<file path="config.mk">
export PLATFORM = sky130hd
export DESIGN_NAME = bcd_subtractor_seq
export DESIGN_NICKNAME = d
export VERILOG_FILES = /design/src/rtl/bcd_pkg.sv /design/src/rtl/bcd_digit_sub.sv /design/src/rtl/bcd_subtractor_seq.sv
export SDC_FILE = /design/constraint.sdc
export NUM_CORES = 1
export LEC_CHECK = 0
export ABC_AREA = 1
export CAP_MARGIN = 10
export CORE_MARGIN = 5
export CORE_UTILIZATION = 24
export CTS_BUF_LIST = sky130_fd_sc_hd__clkbuf_16
export DETAILED_ROUTE_END_ITERATION = 10
export PLACE_DENSITY = 0.49
export SYNTH_ARGS = -nofsm -noshare
export SYNTH_HDL_FRONTEND = slang
export SYNTH_SLANG_ARGS = --single-unit
export TNS_END_PERCENT = 50
</file>
<file path="constraint.sdc">
create_clock -name clk -period 4.3 [get_ports clk]
set_input_delay 0.86 -clock clk [delete_from_list [all_inputs] [get_ports clk]]
set_output_delay 0.86 -clock clk [all_outputs]
set_load 0.005 [all_outputs]
</file>
<file path="src/rtl/bcd_pkg.sv">
// -----------------------------------------------------------------------------
// bcd_pkg
// Shared definitions for the decimal arithmetic datapath: BCD digit width,
// radix constants, the digit type and the state encoding of the digit-serial
// BCD subtractor.
// No ports (package).
// -----------------------------------------------------------------------------
package bcd_pkg;

  localparam int BCD_DIGIT_W = 4;
  localparam int BCD_RADIX   = 10;

  typedef logic [BCD_DIGIT_W-1:0] bcd_digit_t;

  // Largest legal digit value; anything above it is a non-BCD code.
  localparam bcd_digit_t BCD_MAX_DIGIT = bcd_digit_t'(BCD_RADIX - 1);

  // Radix at the width of the signed digit difference, used to fold a
  // negative difference back into 0..9.
  localparam logic [BCD_DIGIT_W:0] BCD_RADIX_X = (BCD_DIGIT_W + 1)'(BCD_RADIX);

  typedef enum logic [1:0] {
    ST_IDLE = 2'd0,
    ST_RUN  = 2'd1,
    ST_COMP = 2'd2,
    ST_DONE = 2'd3
  } bcd_sub_state_e;

endpackage : bcd_pkg

</file>
<file path="src/rtl/bcd_digit_sub.sv">
// -----------------------------------------------------------------------------
// bcd_digit_sub
// Combinational single-digit BCD subtract: d = x - y - bi (mod 10), bo = 1
// when the raw difference went negative. Shared by the subtraction pass and
// the ten's-complement (sign-magnitude) pass of bcd_subtractor_seq.
// Ports:
//   x   in  4  minuend digit (0..9)
//   y   in  4  subtrahend digit (0..9)
//   bi  in  1  borrow in
//   d   out 4  result digit (0..9)
//   bo  out 1  borrow out
// -----------------------------------------------------------------------------
module bcd_digit_sub
  import bcd_pkg::*;
(
  input  bcd_digit_t x,
  input  bcd_digit_t y,
  input  logic       bi,
  output bcd_digit_t d,
  output logic       bo
);

  // Difference lies in -10..9, so one extra bit is enough to hold its sign.
  logic [BCD_DIGIT_W:0] t;
  logic [BCD_DIGIT_W:0] t_adj;

  always_comb begin
    // NOTE: every combinational output gets a default before any branch so no
    // path leaves it unassigned, which would otherwise infer a latch.
    d     = '0;
    bo    = 1'b0;
    t     = {1'b0, x} - {1'b0, y} - {{BCD_DIGIT_W{1'b0}}, bi};
    t_adj = t + BCD_RADIX_X;
    if (t[BCD_DIGIT_W]) begin
      d  = t_adj[BCD_DIGIT_W-1:0];
      bo = 1'b1;
    end else begin
      d  = t[BCD_DIGIT_W-1:0];
    end
  end

endmodule : bcd_digit_sub

</file>
<file path="src/rtl/bcd_subtractor_seq.sv">
// -----------------------------------------------------------------------------
// bcd_subtractor_seq
// Digit-serial packed-BCD subtractor: diff = a - b - bin, one digit per clock,
// least significant digit first, with a start/done handshake and registered
// outputs. Operand digits above 9 are flagged as invalid and skip arithmetic.
//
// Optional feature (macro BCD_SUB_SIGN_MAG_EN): when the subtraction borrows
// out of the top digit, a second digit-serial pass replaces diff with its
// ten's complement so diff holds the magnitude and neg marks the sign.
// Without the macro diff is the raw ten's-complement result and neg = bout.
//
// Parameters:
//   DIGITS   number of BCD digits per operand (>= 1)
// Ports:
//   clk      in   1          clock, rising edge
//   rst      in   1          asynchronous active-high reset
//   start    in   1          request, sampled only while idle
//   a        in   4*DIGITS   minuend, packed BCD, digit 0 = bits[3:0]
//   b        in   4*DIGITS   subtrahend, packed BCD
//   bin      in   1          borrow-in applied to digit 0
//   busy     out  1          operation in progress (accept edge .. return to idle)
//   done     out  1          one-cycle pulse, results valid
//   diff     out  4*DIGITS   result digits
//   bout     out  1          borrow out of the most significant digit
//   neg      out  1          result negative
//   invalid  out  1          some operand digit was above 9
// -----------------------------------------------------------------------------
module bcd_subtractor_seq
  import bcd_pkg::*;
#(
  parameter int DIGITS = 4
) (
  input  logic                        clk,
  input  logic                        rst,
  input  logic                        start,
  input  logic [BCD_DIGIT_W*DIGITS-1:0] a,
  input  logic [BCD_DIGIT_W*DIGITS-1:0] b,
  input  logic                        bin,
  output logic                        busy,
  output logic                        done,
  output logic [BCD_DIGIT_W*DIGITS-1:0] diff,
  output logic                        bout,
  output logic                        neg,
  output logic                        invalid
);

  localparam int W  = BCD_DIGIT_W * DIGITS;
  localparam int CW = (DIGITS > 1) ? $clog2(DIGITS) : 1;
  localparam logic [CW-1:0] LAST_IDX = CW'(DIGITS - 1);

  bcd_sub_state_e state_q, state_d;

  logic [W-1:0]  a_q, b_q;
  logic [CW-1:0] cnt_q;
  logic          borrow_q;

  logic          any_invalid;
  logic          last_digit;
  bcd_digit_t    sub_x, sub_y, sub_d;
  logic          sub_bo;
  logic [W-1:0]  diff_shifted;

  // Operand digit check, evaluated on the live inputs at the accept edge.
  always_comb begin
    any_invalid = 1'b0;
    for (int i = 0; i < DIGITS; i++) begin
      if (a[BCD_DIGIT_W*i +: BCD_DIGIT_W] > BCD_MAX_DIGIT ||
          b[BCD_DIGIT_W*i +: BCD_DIGIT_W] > BCD_MAX_DIGIT)
        any_invalid = 1'b1;
    end
  end

  assign last_digit = (cnt_q == LAST_IDX);

  // RUN subtracts the latched operand digits; COMP subtracts the stored
  // result digit from zero, reusing the same digit cell.
  always_comb begin
    sub_x = a_q[BCD_DIGIT_W-1:0];
    sub_y = b_q[BCD_DIGIT_W-1:0];
    if (state_q == ST_COMP) begin
      sub_x = '0;
      sub_y = diff[BCD_DIGIT_W-1:0];
    end
  end

  bcd_digit_sub u_digit (
    .x  (sub_x),
    .y  (sub_y),
    .bi (borrow_q),
    .d  (sub_d),
    .bo (sub_bo)
  );

  // diff is a shift register: new digits enter at the top and, after DIGITS
  // shifts, digit 0 has reached bits[3:0]. Written without a part-select so
  // DIGITS = 1 stays legal.
  assign diff_shifted = (diff >> BCD_DIGIT_W) | (W'(sub_d) << (W - BCD_DIGIT_W));

  // ---------------------------------------------------------------------------
  // FSM
  // ---------------------------------------------------------------------------
  always_ff @(posedge clk or posedge rst) begin
    if (rst) state_q <= ST_IDLE;
    else     state_q <= state_d;
  end

  always_comb begin
    state_d = state_q;
    unique case (state_q)
      ST_IDLE: if (start) state_d = any_invalid ? ST_DONE : ST_RUN;
      ST_RUN: begin
        if (last_digit) begin
`ifdef BCD_SUB_SIGN_MAG_EN
          state_d = sub_bo ? ST_COMP : ST_DONE;
`else
          state_d = ST_DONE;
`endif
        end
      end
      ST_COMP: if (last_digit) state_d = ST_DONE;
      ST_DONE: state_d = ST_IDLE;
      default: state_d = ST_IDLE;
    endcase
  end

  // ---------------------------------------------------------------------------
  // Datapath and registered outputs
  // ---------------------------------------------------------------------------
  // NOTE: sequential state is written with non-blocking assignments so every
  // flop samples pre-edge values, independent of statement order.
  always_ff @(posedge clk or posedge rst) begin
    if (rst) begin
      a_q      <= '0;
      b_q      <= '0;
      cnt_q    <= '0;
      borrow_q <= 1'b0;
      busy     <= 1'b0;
      done     <= 1'b0;
      diff     <= '0;
      bout     <= 1'b0;
      neg      <= 1'b0;
      invalid  <= 1'b0;
    end else begin
      unique case (state_q)
        ST_IDLE: begin
          if (start) begin
            a_q      <= a;
            b_q      <= b;
            borrow_q <= bin;
            cnt_q    <= '0;
            busy     <= 1'b1;
            diff     <= '0;
            bout     <= 1'b0;
            neg      <= 1'b0;
            invalid  <= any_invalid;
            // Invalid operands go straight to DONE, so done rises now.
            done     <= any_invalid;
          end
        end

        ST_RUN: begin
          a_q      <= a_q >> BCD_DIGIT_W;
          b_q      <= b_q >> BCD_DIGIT_W;
          diff     <= diff_shifted;
          borrow_q <= sub_bo;
          cnt_q    <= cnt_q + 1'b1;
          if (last_digit) begin
            bout     <= sub_bo;
            cnt_q    <= '0;
            // Ten's-complement pass starts with no borrow.
            borrow_q <= 1'b0;
`ifdef BCD_SUB_SIGN_MAG_EN
            done     <= ~sub_bo;
`else
            done     <= 1'b1;
            neg      <= sub_bo;
`endif
          end
        end

        ST_COMP: begin
          diff     <= diff_shifted;
          borrow_q <= sub_bo;
          cnt_q    <= cnt_q + 1'b1;
          if (last_digit) begin
            neg  <= 1'b1;
            done <= 1'b1;
          end
        end

        ST_DONE: begin
          done <= 1'b0;
          busy <= 1'b0;
        end

        default: ;
      endcase
    end
  end

endmodule : bcd_subtractor_seq
</file>
==> tab_implementation.tex, run 1 <==
\begin{tabular}{lr}
\hline
Metric & Value \\
\hline
\multicolumn{2}{l}{\textbf{Pwr}} \\
\quad Leakage power of the design & approximately 1.7 nW \\
\quad Switching share of total power & 0.421 \\
\quad Comb power frac & 0.512 \\
\quad Clock power frac & 0.209 \\
\quad Total internal power & roughly 1.8 mW \\
\quad Power density over cell area & between 800 and 900 nW/um2 \\
\quad Worst IR drop on VDD & 0.000248 V \\
\quad Psw & about 1.3 mW \\
\quad Part of the power in registers & 0.280 \\
\multicolumn{2}{l}{\textbf{Timing}} \\
\quad Worst Tran Pin Value & between 0.9 and 1 ns \\
\quad Max Slew Vio Count & 0 \\
\quad Share of the clock period used by the worst path & 0.625 \\
\quad Worst rel slew slack & 0.395 \\
\quad Timing-limited maximum frequency & $\sim$0.37 GHz \\
\quad RSZ-0062 raised after global routing & false \\
\quad Setup Viol. Count Final & 0 \\
\quad Sum of negative setup slack & 0 ns \\
\quad Time the final worst path needs with I/O delays and setup & 2.69 ns \\
\quad Worst setup skew after layout & between 0.005 and 0.006 ns \\
\quad Number of hold-slack violations in the final timing report & 0 \\
\multicolumn{2}{l}{\textbf{Synthesis}} \\
\quad Combined area of all synthesized cells & about 2900 um2 \\
\quad Number of synthesized register bits & 57 \\
\quad Number of synthesis warnings & 0 \\
\quad Total nets after synthesis & 409 \\
\quad Part of the Yosys area used for sequential elements & 0.488 \\
\quad Cells after Synth & $\sim$360 \\
\quad Number of unique standard cell types used by synthesis & 23 \\
\quad Syn avg cell area & a little over 8 um2 \\
\multicolumn{2}{l}{\textbf{Floorplanning}} \\
\quad Core Region & between 10,000 and 15,000 um2 \\
\quad Die H & $\sim$120 um \\
\quad Width of the die & between 100 and 150 um \\
\quad Number of placement rows & 40 \\
\quad Initial Util & 0.244 \\
\quad DIE AREA & roughly 14,000 um2 \\
\quad Ports & between 50 and 60 \\
\multicolumn{2}{l}{\textbf{Detailed routing}} \\
\quad Average via count per standard cell & about 4.4 \\
\quad Post-route antenna net violation count & 0 \\
\quad Count of routing violations after the opening detailed-route iteration & around 100 \\
\quad Via total after detailed routing & about 2,500 \\
\quad First-pass iteration count of the detailed router & 4 \\
\quad Residual DRC & 0 \\
\quad Total wire length & about 7000 um \\
\quad Routed wire per std cell & around 13 um \\
\multicolumn{2}{l}{\textbf{Setup path}} \\
\quad Worst reg2reg path depth & 17 \\
\quad Crit path top cell by count & sky130\_fd\_sc\_hd\_\_nand2\_1 \\
\quad Biggest cell delay along the critical path & slightly above 0.4 ns \\
\quad Crit path depth & 17 \\
\quad Worst Path Required & 4.51 ns \\
\quad Crit-path cells & inv\_1 -> ha\_1 -> inv\_1 -> nand2\_1 -> fa\_1 -> inv\_1 -> fa\_1 -> inv\_1 -> nand2\_1 -> nand2\_1 -> nand2\_1 -> nand2\_1 -> nand2\_1 -> nand2\_1 -> nand2\_1 -> nand2\_1 -> nand2\_1 \\
\quad Kind of cell adding the most delay to the critical path & adder cells \\
\quad Cell type of the slowest stage on the worst timing path & sky130\_fd\_sc\_hd\_\_dfrtp\_1 \\
\quad Crit path buffers/inverters & 4 \\
\quad Critical path data arrival time & approximately 2.9 ns \\
\quad Startpoint Class & flip-flop \\
\quad Type of destination of the critical path & flip-flop \\
\quad Max Fanout on Critical Path & 11 \\
\quad Start-to-end type of the worst setup path & flip-flop to flip-flop \\
\multicolumn{2}{l}{\textbf{Clock network}} \\
\quad CTS tree & yes \\
\quad Number of post-CTS setup repair buffers & 0 \\
\quad Register clock-pin slew on the reported worst setup and hold paths & $\sim$0.050 ns \\
\quad Inserted Clock Buffers & 9 \\
\quad H-Tree Depth & 3 \\
\quad Maximum clock path buffer count & 2 \\
\quad Count of clock tree sinks & 57 \\
\quad Clock latency of the later-clocked register in the worst-skew pair & approximately 0.33 ns \\
\quad Post-CTS Hold Fix Bufs & 0 \\
\quad Cell chosen for the clock root & sky130\_fd\_sc\_hd\_\_clkbuf\_16 \\
\quad Post-CTS resize count & 0 \\
\multicolumn{2}{l}{\textbf{Global routing}} \\
\quad Total congestion overflow & 0 \\
\quad Antenna violations before repair & 0 \\
\quad First-pass GRT wire length & approximately 12,000 um \\
\quad Total global routing track utilization & 0.106 \\
\quad Largest net degree at the start of global routing & 44 \\
\quad Via count of the first global-routing pass & 2,560 \\
\multicolumn{2}{l}{\textbf{Placement}} \\
\quad Port Buffers & between 50 and 60 \\
\quad DP Wirelength & roughly 5300 um \\
\quad Last weighted congestion value of the routability-driven placer & 0.835 \\
\multicolumn{2}{l}{\textbf{Run}} \\
\quad Max Cap Violations & 0 \\
\multicolumn{2}{l}{\textbf{Hold path}} \\
\quad Hold Path Cell Cnt & 2 \\
\quad Hold Crit Class & flip-flop to flip-flop \\
\multicolumn{2}{l}{\textbf{Cells and area}} \\
\quad Final cell utilization of the core & 0.325 \\
\quad Fraction of layout instances using a drive strength above 1 & 0.0550 \\
\quad \# diodes & 0 \\
\quad FILL cells & 1,279 \\
\quad Layout overhead on the synthesized area & 33.2\% \\
\quad Commonest non-fill, non-tap cells in the layout & sky130\_fd\_sc\_hd\_\_nand2\_1, sky130\_fd\_sc\_hd\_\_dfrtp\_1, sky130\_fd\_sc\_hd\_\_clkdlybuf4s50\_1, sky130\_fd\_sc\_hd\_\_inv\_1, sky130\_fd\_sc\_hd\_\_o21ai\_0 \\
\quad Most common cell after layout, fill and taps aside & sky130\_fd\_sc\_hd\_\_nand2\_1 \\
\quad Total Nets Final & around 460 \\
\multicolumn{2}{l}{\textbf{Status}} \\
\quad Status & completed \\
\hline
\end{tabular}
-- tightest hold or removal path: cells and delay by family, from the launching register on --
kind | cells | cell delay (ns)
simple gates | 2 | 0.11
flops | 1 | 0.34
-- path summary, 6_finish.rpt --
| path | start | end | slack, ns |
|---|---|---|---|
| hold reg to reg | neg$_DFFE_PP0P_ | neg$_DFFE_PP0P_ | 0.48 |
| setup reg to reg | state_q[0]$_DFFE_PP0P_ | neg$_DFFE_PP0P_ | 1.61 |
| max in group asynchronous | rst | a_q[1]$_DFFE_PP0P_ | 2.56 |
| setup / recovery | state_q[0]$_DFFE_PP0P_ | neg$_DFFE_PP0P_ | 1.61 |
| min in group asynchronous | rst | diff[3]$_DFFE_PP0P_ | 1.06 |
| hold / removal | neg$_DFFE_PP0P_ | neg$_DFFE_PP0P_ | 0.48 |
-- synth_stat cells --
| cell type | n | area [um2] |
|---|---|---|
| sky130_fd_sc_hd__clkbuf_1 | 4 | 15.0 |
| sky130_fd_sc_hd__buf_6 | 1 | 11.3 |
| sky130_fd_sc_hd__inv_1 | 50 | 188 |
| sky130_fd_sc_hd__o21ai_1 | 6 | 30.0 |
| sky130_fd_sc_hd__o22ai_1 | 7 | 43.8 |
| sky130_fd_sc_hd__a31oi_1 | 13 | 81.3 |
| sky130_fd_sc_hd__nor2_1 | 26 | 97.6 |
| sky130_fd_sc_hd__nand3_1 | 15 | 75.1 |
| sky130_fd_sc_hd__o21ai_2 | 1 | 8.76 |
| sky130_fd_sc_hd__a21boi_0 | 1 | 7.51 |
| sky130_fd_sc_hd__nor2_4 | 1 | 11.3 |
| sky130_fd_sc_hd__buf_2 | 8 | 40.0 |
| sky130_fd_sc_hd__nor2_2 | 1 | 6.26 |
| sky130_fd_sc_hd__fa_1 | 2 | 40.0 |
| sky130_fd_sc_hd__o21ai_0 | 40 | 200 |
| sky130_fd_sc_hd__inv_2 | 3 | 11.3 |
| sky130_fd_sc_hd__dfrtp_1 | 57 | 1430 |
| sky130_fd_sc_hd__o211ai_1 | 12 | 90.1 |
| sky130_fd_sc_hd__ha_1 | 12 | 150 |
| sky130_fd_sc_hd__a21oi_1 | 3 | 15.0 |
| sky130_fd_sc_hd__nand2_1 | 92 | 345 |
| sky130_fd_sc_hd__or2_1 | 1 | 6.26 |
| sky130_fd_sc_hd__buf_4 | 3 | 22.5 |
-- sequential cells by signal, indices dropped and copies added (netlist names) --
signal	flops
state_q	2
a_q	16
b_q	16
invalid	1
borrow_q	1
busy	1
neg	1
bout	1
cnt_q	2
diff	16
-- stage by stage --
step,cells,total power [mW],hold WS (ns),setup slack (ns),area [um2]
finish,565,3.19,0.484,1.61,3890
detailed placement,550,2.56,0.483,1.59,3620
CTS,565,3.24,0.497,1.58,3890
global placement,550,2.53,0.480,1.63,3620
floorplan,359,2.10,0.463,1.83,2920
global route,565,3.55,0.520,1.24,3890
-- power groups by stage --
stage | clock network, mW | registers [mW] | logic [mW]
after floorplan | 0 | 0.883 | 1.21
after global placement | 0 | 0.900 | 1.63
after detailed placement | 0 | 0.904 | 1.65
after CTS | 0.684 | 0.896 | 1.66
after global routing | 0.710 | 0.925 | 1.92
final | 0.665 | 0.891 | 1.63
-- cell type report --
class / instances / area, um2 / area share
Inverter: 53 / 199 / 0.0511
Tap cell: 147 / 184 / 0.0473
Multi-Input combinational cell: 233 / 1220 / 0.312
Clock buffer: 9 / 225 / 0.0579
Sequential cell: 57 / 1430 / 0.366
Timing Repair Buffer: 60 / 591 / 0.152
Clock inverter: 6 / 51.3 / 0.0132
-- routing by layer --
layer | vias up | global-route usage | part of all wire
met5 | - | 0 | 0
met4 | 0 | 0.0312 | 0.014
met3 | 10 | 0.0444 | 0.066
met2 | 58 | 0.170 | 0.46
met1 | 1151 | 0.130 | 0.46
li1 | 1272 | - | -
-- cell families after synthesis --
group | share of synthesized area
AND/OR/NAND/NOR | 0.185
flip-flops | 0.488
adder cells (fa/ha/maj) | 0.0651
buffers and inverters | 0.0985
AO/OA/AOI/OAI | 0.163
Note: power is estimated with default switching activity, not from simulation.
==> inputs of run 2 (changes only) <==
Clock period 4.3 ns to 2.5 ns, I/O delays scaled along.
==> tab_implementation.tex, run 2 (synthesis results as in run 1) <==
\begin{tabular}{lr}
\hline
Metric & Value \\
\hline
\multicolumn{2}{l}{\textbf{Global routing}} \\
\quad Largest net degree at the start of global routing & 39 \\
\quad Antenna violations before repair & 0 \\
\quad Total global routing track utilization & 0.110 \\
\quad Total congestion overflow & 0 \\
\quad First-pass GRT wire length & around 13,000 um \\
\quad Via count of the first global-routing pass & around 2,600 \\
\multicolumn{2}{l}{\textbf{Clock network}} \\
\quad Number of post-CTS setup repair buffers & 0 \\
\quad Count of clock tree sinks & 57 \\
\quad Post-CTS Hold Fix Bufs & 0 \\
\quad Clock latency of the later-clocked register in the worst-skew pair & about 0.33 ns \\
\quad H-Tree Depth & 3 \\
\quad Cell chosen for the clock root & sky130\_fd\_sc\_hd\_\_clkbuf\_16 \\
\quad Register clock-pin slew on the reported worst setup and hold paths & $\sim$0.050 ns \\
\quad CTS tree & yes \\
\quad Inserted Clock Buffers & 9 \\
\quad Maximum clock path buffer count & 2 \\
\multicolumn{2}{l}{\textbf{Cells and area}} \\
\quad \# diodes & 0 \\
\quad Final cell count without fillers & $\sim$570 \\
\quad FILL cells & 1,247 \\
\quad Fraction of layout instances using a drive strength above 1 & 0.0822 \\
\quad Commonest non-fill, non-tap cells in the layout & sky130\_fd\_sc\_hd\_\_nand2\_1, sky130\_fd\_sc\_hd\_\_dfrtp\_1, sky130\_fd\_sc\_hd\_\_clkdlybuf4s50\_1, sky130\_fd\_sc\_hd\_\_inv\_1, sky130\_fd\_sc\_hd\_\_o21ai\_0 \\
\quad Layout overhead on the synthesized area & 35.8\% \\
\quad Final cell utilization of the core & 0.332 \\
\quad Most common cell after layout, fill and taps aside & sky130\_fd\_sc\_hd\_\_nand2\_1 \\
\quad Total Nets Final & $\sim$470 \\
\quad Regs by FF count & a\_q (16), b\_q (16), diff (16) \\
\multicolumn{2}{l}{\textbf{Timing}} \\
\quad Worst setup skew after layout & $\sim$0.0053 ns \\
\quad Worst rel slew slack & 0.574 \\
\quad Worst Tran Pin Value & 0.636 ns \\
\quad Share of the clock period used by the worst path & 0.914 \\
\quad Timing-limited maximum frequency & between 0.4 and 0.5 GHz \\
\quad Setup Viol. Count Final & 0 \\
\quad Number of hold-slack violations in the final timing report & 0 \\
\quad RSZ-0062 raised after global routing & false \\
\quad Worst Hold Margin & slightly below 0.5 ns \\
\quad Sum of negative setup slack & 0 ns \\
\quad Time the final worst path needs with I/O delays and setup & around 2.3 ns \\
\quad Max Slew Vio Count & 0 \\
\multicolumn{2}{l}{\textbf{Status}} \\
\quad Status & completed \\
\multicolumn{2}{l}{\textbf{Detailed routing}} \\
\quad First-pass iteration count of the detailed router & 5 \\
\quad Average via count per standard cell & 4.44 \\
\quad Total wire length & approximately 7500 um \\
\quad Post-route antenna net violation count & 0 \\
\quad Via total after detailed routing & about 2,500 \\
\quad Routed wire per std cell & between 10 and 15 um \\
\quad Count of routing violations after the opening detailed-route iteration & about 140 \\
\quad Residual DRC & 0 \\
\multicolumn{2}{l}{\textbf{Pwr}} \\
\quad Psw & about 2.4 mW \\
\quad Comb power frac & 0.540 \\
\quad Power density over cell area & approximately 1400 nW/um2 \\
\quad Switching share of total power & 0.429 \\
\quad Clock power frac & 0.189 \\
\quad Leakage power of the design & around 1.8 nW \\
\quad Total internal power & 3.21 mW \\
\quad Worst IR drop on VDD & around 0.00045 V \\
\quad Part of the power in registers & 0.271 \\
\multicolumn{2}{l}{\textbf{Setup path}} \\
\quad Launch point of the worst reg-to-reg path & state\_q[1]\$\_DFFE\_PP0P\_ \\
\quad Critical path data arrival time & 2.50 ns \\
\quad Endpoint of the worst-slack reg-to-reg timing path & neg\$\_DFFE\_PP0P\_ \\
\quad Max Fanout on Critical Path & 7 \\
\quad Type of destination of the critical path & flip-flop \\
\quad Worst reg2reg path depth & 15 \\
\quad Start-to-end type of the worst setup path & flip-flop to flip-flop \\
\quad Worst Path Required & between 2 and 3 ns \\
\quad Setup slack on the worst flop-to-flop path & $\sim$0.22 ns \\
\quad Startpoint Class & flip-flop \\
\multicolumn{2}{l}{\textbf{Floorplanning}} \\
\quad Die H & between 100 and 150 um \\
\quad Width of the die & roughly 120 um \\
\quad Number of placement rows & 40 \\
\quad Ports & 57 \\
\quad DIE AREA & 14,500 um2 \\
\quad Initial Util & 0.244 \\
\quad Core Region & 12,000 um2 \\
\multicolumn{2}{l}{\textbf{Hold path}} \\
\quad Worst hold path startpoint & bout\$\_DFFE\_PP0P\_ \\
\quad Hold Crit Class & flip-flop to flip-flop \\
\quad Hold Path Cell Cnt & 2 \\
\quad WHS Endpoint & bout\$\_DFFE\_PP0P\_ \\
\multicolumn{2}{l}{\textbf{Placement}} \\
\quad Last weighted congestion value of the routability-driven placer & just over 0.8 \\
\quad Number of placed cells counting well taps & roughly 560 \\
\quad Port Buffers & 56 \\
\quad DP Wirelength & around 5600 um \\
\multicolumn{2}{l}{\textbf{Run}} \\
\quad Max Cap Violations & 0 \\
\hline
\end{tabular}
run 2: cell types whose count changed in the layout (fill, tap and decap cells not counted), sizes merged:
cell,delta
clkinv,+1
bufinv,-1
inv,+1
buf,+7
run 2: repair_timing:
action                     in CTS  in global routing
hold endpoints to repair        0                  0
setup endpoints to repair       1                  6
resized for setup               1                  7
run 2: final cells by class:
cell class	count	area [um2]	share of cell area
clock buffers	9	225	0.0567
clock inverters	7	30.0	0.00756
inverters	53	199	0.0501
multi-input cells	233	1240	0.312
flip-flops and latches	57	1430	0.359
well taps	147	184	0.0463
repair buffers	67	668	0.168
run 2: stage by stage:
| stage | worst slack, ns | total power, mW | area [um2] |
|---|---|---|---|
| after floorplan | 0.0325 | 3.61 | 2920 |
| after CTS | 0.0315 | 5.65 | 3950 |
| after global placement | 0.124 | 4.50 | 3690 |
| after detailed placement | -0.00169 | 4.56 | 3690 |
| after global routing | 0.0126 | 6.26 | 3970 |
| final | 0.216 | 5.63 | 3970 |
run 2: worst max-delay path by stage:
stage                      startpoint                    to  depth (start not counted)
6_report       state_q[1]$_DFFE_PP0P_       neg$_DFFE_PP0P_                         15
5_1_grt        state_q[1]$_DFFE_PP0P_       neg$_DFFE_PP0P_                         15
4_1_cts        state_q[0]$_DFFE_PP0P_       neg$_DFFE_PP0P_                         17
3_5_place_dp   state_q[1]$_DFFE_PP0P_       neg$_DFFE_PP0P_                         15
3_3_place_gp   state_q[0]$_DFFE_PP0P_  diff[14]$_DFFE_PP0P_                         11
2_1_floorplan  state_q[0]$_DFFE_PP0P_  diff[14]$_DFFE_PP0P_                         13
run 2: power by group through the flow:
stage / sequential, mW / clock, mW / combinational [mW]
6_report: 1.52 / 1.06 / 3.04
5_1_grt: 1.58 / 1.13 / 3.55
4_1_cts: 1.52 / 1.09 / 3.03
3_5_place_dp: 1.54 / 0 / 3.02
3_3_place_gp: 1.53 / 0 / 2.97
2_1_floorplan: 1.52 / 0 / 2.09
run 2: worst max-delay path: stages, from the launching register on:
cell	delay [ns]
sky130_fd_sc_hd__dfrtp_1	0.41
sky130_fd_sc_hd__ha_4	0.19
sky130_fd_sc_hd__o21ai_2	0.16
sky130_fd_sc_hd__fa_2	0.20
sky130_fd_sc_hd__inv_1	0.06
sky130_fd_sc_hd__fa_1	0.42
sky130_fd_sc_hd__inv_1	0.07
sky130_fd_sc_hd__nand2_1	0.06
sky130_fd_sc_hd__nand2_1	0.09
sky130_fd_sc_hd__nand2_1	0.07
sky130_fd_sc_hd__nand2_1	0.07
sky130_fd_sc_hd__nand2_2	0.10
sky130_fd_sc_hd__nand2_1	0.10
sky130_fd_sc_hd__nand2_1	0.06
sky130_fd_sc_hd__nand2_1	0.05
sky130_fd_sc_hd__nand2_1	0.05
run 2: routing by layer:
metal | GRT usage | share of wire | up-vias
li1 | - | - | 1286
met1 | 0.136 | 0.46 | 1185
met2 | 0.182 | 0.48 | 62
met3 | 0.0384 | 0.055 | 10
met4 | 0.0354 | 0.014 | 0
met5 | 0 | 0 | -
==> inputs of run 3 (changes only) <==
Settings changed: CORE_UTILIZATION 24 to 52, PLACE_DENSITY 0.49 to 0.86.
==> tab_implementation.tex, run 3 (synthesis results as in run 1) <==
\begin{tabular}{lr}
\hline
Metric & Value \\
\hline
\multicolumn{2}{l}{\textbf{Global routing}} \\
\quad Antenna violations before repair & 0 \\
\quad Total global routing track utilization & 0.206 \\
\quad Via count of the first global-routing pass & 2,708 \\
\quad First-pass GRT wire length & roughly 12,000 um \\
\quad Largest net degree at the start of global routing & between 50 and 60 \\
\quad Total congestion overflow & 0 \\
\multicolumn{2}{l}{\textbf{Cells and area}} \\
\quad Regs by FF count & a\_q (16), b\_q (16), diff (16) \\
\quad Fraction of layout instances using a drive strength above 1 & 0.0800 \\
\quad Layout overhead on the synthesized area & 32.4\% \\
\quad Commonest non-fill, non-tap cells in the layout & sky130\_fd\_sc\_hd\_\_nand2\_1, sky130\_fd\_sc\_hd\_\_dfrtp\_1, sky130\_fd\_sc\_hd\_\_clkdlybuf4s50\_1, sky130\_fd\_sc\_hd\_\_inv\_1, sky130\_fd\_sc\_hd\_\_o21ai\_0 \\
\quad Most common cell after layout, fill and taps aside & sky130\_fd\_sc\_hd\_\_nand2\_1 \\
\quad \# diodes & 0 \\
\quad Final cell utilization of the core & 0.707 \\
\quad Post-layout instance area & 3870 um2 \\
\quad Total Nets Final & between 400 and 500 \\
\multicolumn{2}{l}{\textbf{Setup path}} \\
\quad Critical path data arrival time & $\sim$2.6 ns \\
\quad Max Fanout on Critical Path & 7 \\
\quad Crit-path cells & ha\_4 -> buf\_4 -> nand2\_1 -> o21ai\_0 -> fa\_1 -> inv\_1 -> nand2\_1 -> nand2\_2 -> nand3\_1 -> nand2\_2 -> nand3\_1 -> nand3\_1 -> nand2\_1 \\
\quad Start-to-end type of the worst setup path & flip-flop to flip-flop \\
\quad Biggest cell delay along the critical path & about 0.47 ns \\
\quad Startpoint Class & flip-flop \\
\quad Cell type of the slowest stage on the worst timing path & sky130\_fd\_sc\_hd\_\_fa\_1 \\
\quad Worst Path Required & around 2.7 ns \\
\quad Type of destination of the critical path & flip-flop \\
\multicolumn{2}{l}{\textbf{Clock network}} \\
\quad Inserted Clock Buffers & 9 \\
\quad Count of clock tree sinks & between 50 and 60 \\
\quad Clock latency of the later-clocked register in the worst-skew pair & about 0.32 ns \\
\quad CTS tree & yes \\
\quad H-Tree Depth & 3 \\
\quad Post-CTS Hold Fix Bufs & 0 \\
\quad Register clock-pin slew on the reported worst setup and hold paths & about 0.05 ns \\
\quad Maximum clock path buffer count & 2 \\
\quad Cell chosen for the clock root & sky130\_fd\_sc\_hd\_\_clkbuf\_16 \\
\multicolumn{2}{l}{\textbf{Placement}} \\
\quad DP Wirelength & slightly below 5000 um \\
\quad Placed Instance Area & roughly 3600 um2 \\
\quad Port Buffers & between 50 and 60 \\
\quad Last weighted congestion value of the routability-driven placer & 0.875 \\
\quad Post-place setup slack & -0.0941 ns \\
\multicolumn{2}{l}{\textbf{Timing}} \\
\quad Sum of negative setup slack & 0 ns \\
\quad Timing-limited maximum frequency & about 0.43 GHz \\
\quad Worst Hold Margin & 0.495 ns \\
\quad Setup Viol. Count Final & 0 \\
\quad Share of the clock period used by the worst path & 0.940 \\
\quad Number of hold-slack violations in the final timing report & 0 \\
\quad Setup WS post-layout & 0.151 ns \\
\quad Max Slew Vio Count & 0 \\
\quad Worst setup skew after layout & roughly 0.0033 ns \\
\quad Worst rel slew slack & 0.725 \\
\quad Worst Tran Pin Value & between 0.4 and 0.5 ns \\
\quad Time the final worst path needs with I/O delays and setup & approximately 2.3 ns \\
\multicolumn{2}{l}{\textbf{Detailed routing}} \\
\quad Residual DRC & 0 \\
\quad Via total after detailed routing & roughly 2,600 \\
\quad Routed wire per std cell & between 10 and 15 um \\
\quad Post-route antenna net violation count & 0 \\
\quad First-pass iteration count of the detailed router & 4 \\
\quad Count of routing violations after the opening detailed-route iteration & between 150 and 200 \\
\quad Average via count per standard cell & 5.33 \\
\quad Total wire length & between 6000 and 7000 um \\
\multicolumn{2}{l}{\textbf{Floorplanning}} \\
\quad Number of placement rows & 27 \\
\quad Core Region & roughly 5500 um2 \\
\quad Ports & 57 \\
\quad Die H & about 85 um \\
\quad Initial Util & 0.534 \\
\quad DIE AREA & about 7200 um2 \\
\quad Width of the die & $\sim$85 um \\
\multicolumn{2}{l}{\textbf{Pwr}} \\
\quad Leakage power of the design & 1.77 nW \\
\quad Worst IR drop on VDD & 0.00102 V \\
\quad Power density over cell area & 1470 nW/um2 \\
\multicolumn{2}{l}{\textbf{Status}} \\
\quad Status & completed \\
\multicolumn{2}{l}{\textbf{Run}} \\
\quad Max Cap Violations & 0 \\
\multicolumn{2}{l}{\textbf{Hold path}} \\
\quad Hold Crit Class & flip-flop to flip-flop \\
\hline
\end{tabular}
==> run 3: repair_timing <==
item / in CTS / in global routing
resized for setup: 3 / 5
setup buffers: 0 / 0
gates cloned: 0 / 0
endpoints found under the setup margin: 6 / 6
==> run 3: final cells by class <==
class / instances / area [um2]
well taps: 72 / 90.1
multi-input cells: 233 / 1240
flip-flops and latches: 57 / 1430
clock inverters: 7 / 28.8
fillers: 442 / 1600
repair buffers: 66 / 661
inverters: 53 / 199
clock buffers: 9 / 225
==> run 3: worst paths after layout <==
check	from	end	slack (ns)	cells past startpoint
worst min register to register	neg$_DFFE_PP0P_	neg$_DFFE_PP0P_	0.49	2
max in group asynchronous	rst	b_q[14]$_DFFE_PP0P_	1.70	3
worst min-delay path	neg$_DFFE_PP0P_	neg$_DFFE_PP0P_	0.49	2
worst max-delay path	state_q[1]$_DFFE_PP0P_	diff[15]$_DFFE_PP0P_	0.15	13
min in group asynchronous	rst	diff[9]$_DFFE_PP0P_	0.56	3
worst max register to register	state_q[1]$_DFFE_PP0P_	diff[15]$_DFFE_PP0P_	0.15	13
==> run 3: metrics by stage <==
stage | power, mW | instances
2_1_floorplan | 3.61 | 359
3_3_place_gp | 4.29 | 480
3_5_place_dp | 4.51 | 480
4_1_cts | 5.60 | 496
5_1_grt | 6.19 | 497
6_report | 5.69 | 497
==> run 3: metal layers <==
layer  global-route usage  wire length [um]  up-vias  part of all wire
met5                    0                 0        -                 0
met4                0.114               187        0             0.027
met3               0.0427               346       19             0.050
met2                0.350              3580       81              0.52
li1                     -                 -     1281                 -
met1                0.241              2810     1268              0.41
==> run 3: power breakdown <==
group	total, mW	switching [mW]	internal, mW
clock	1.03	0.388	0.646
sequential	1.53	0.194	1.34
combinational	3.13	1.90	1.23
total	5.69	2.48	3.21
==> run 3: critical path, delay by kind of cell (launching register included) <==
| kind | cells | cell delay, ns |
|---|---|---|
| fa+ha+maj | 2 | 0.66 |
| compound gates | 1 | 0.16 |
| flops | 1 | 0.40 |
| simple gates | 8 | 0.77 |
| buf+inv | 2 | 0.23 |
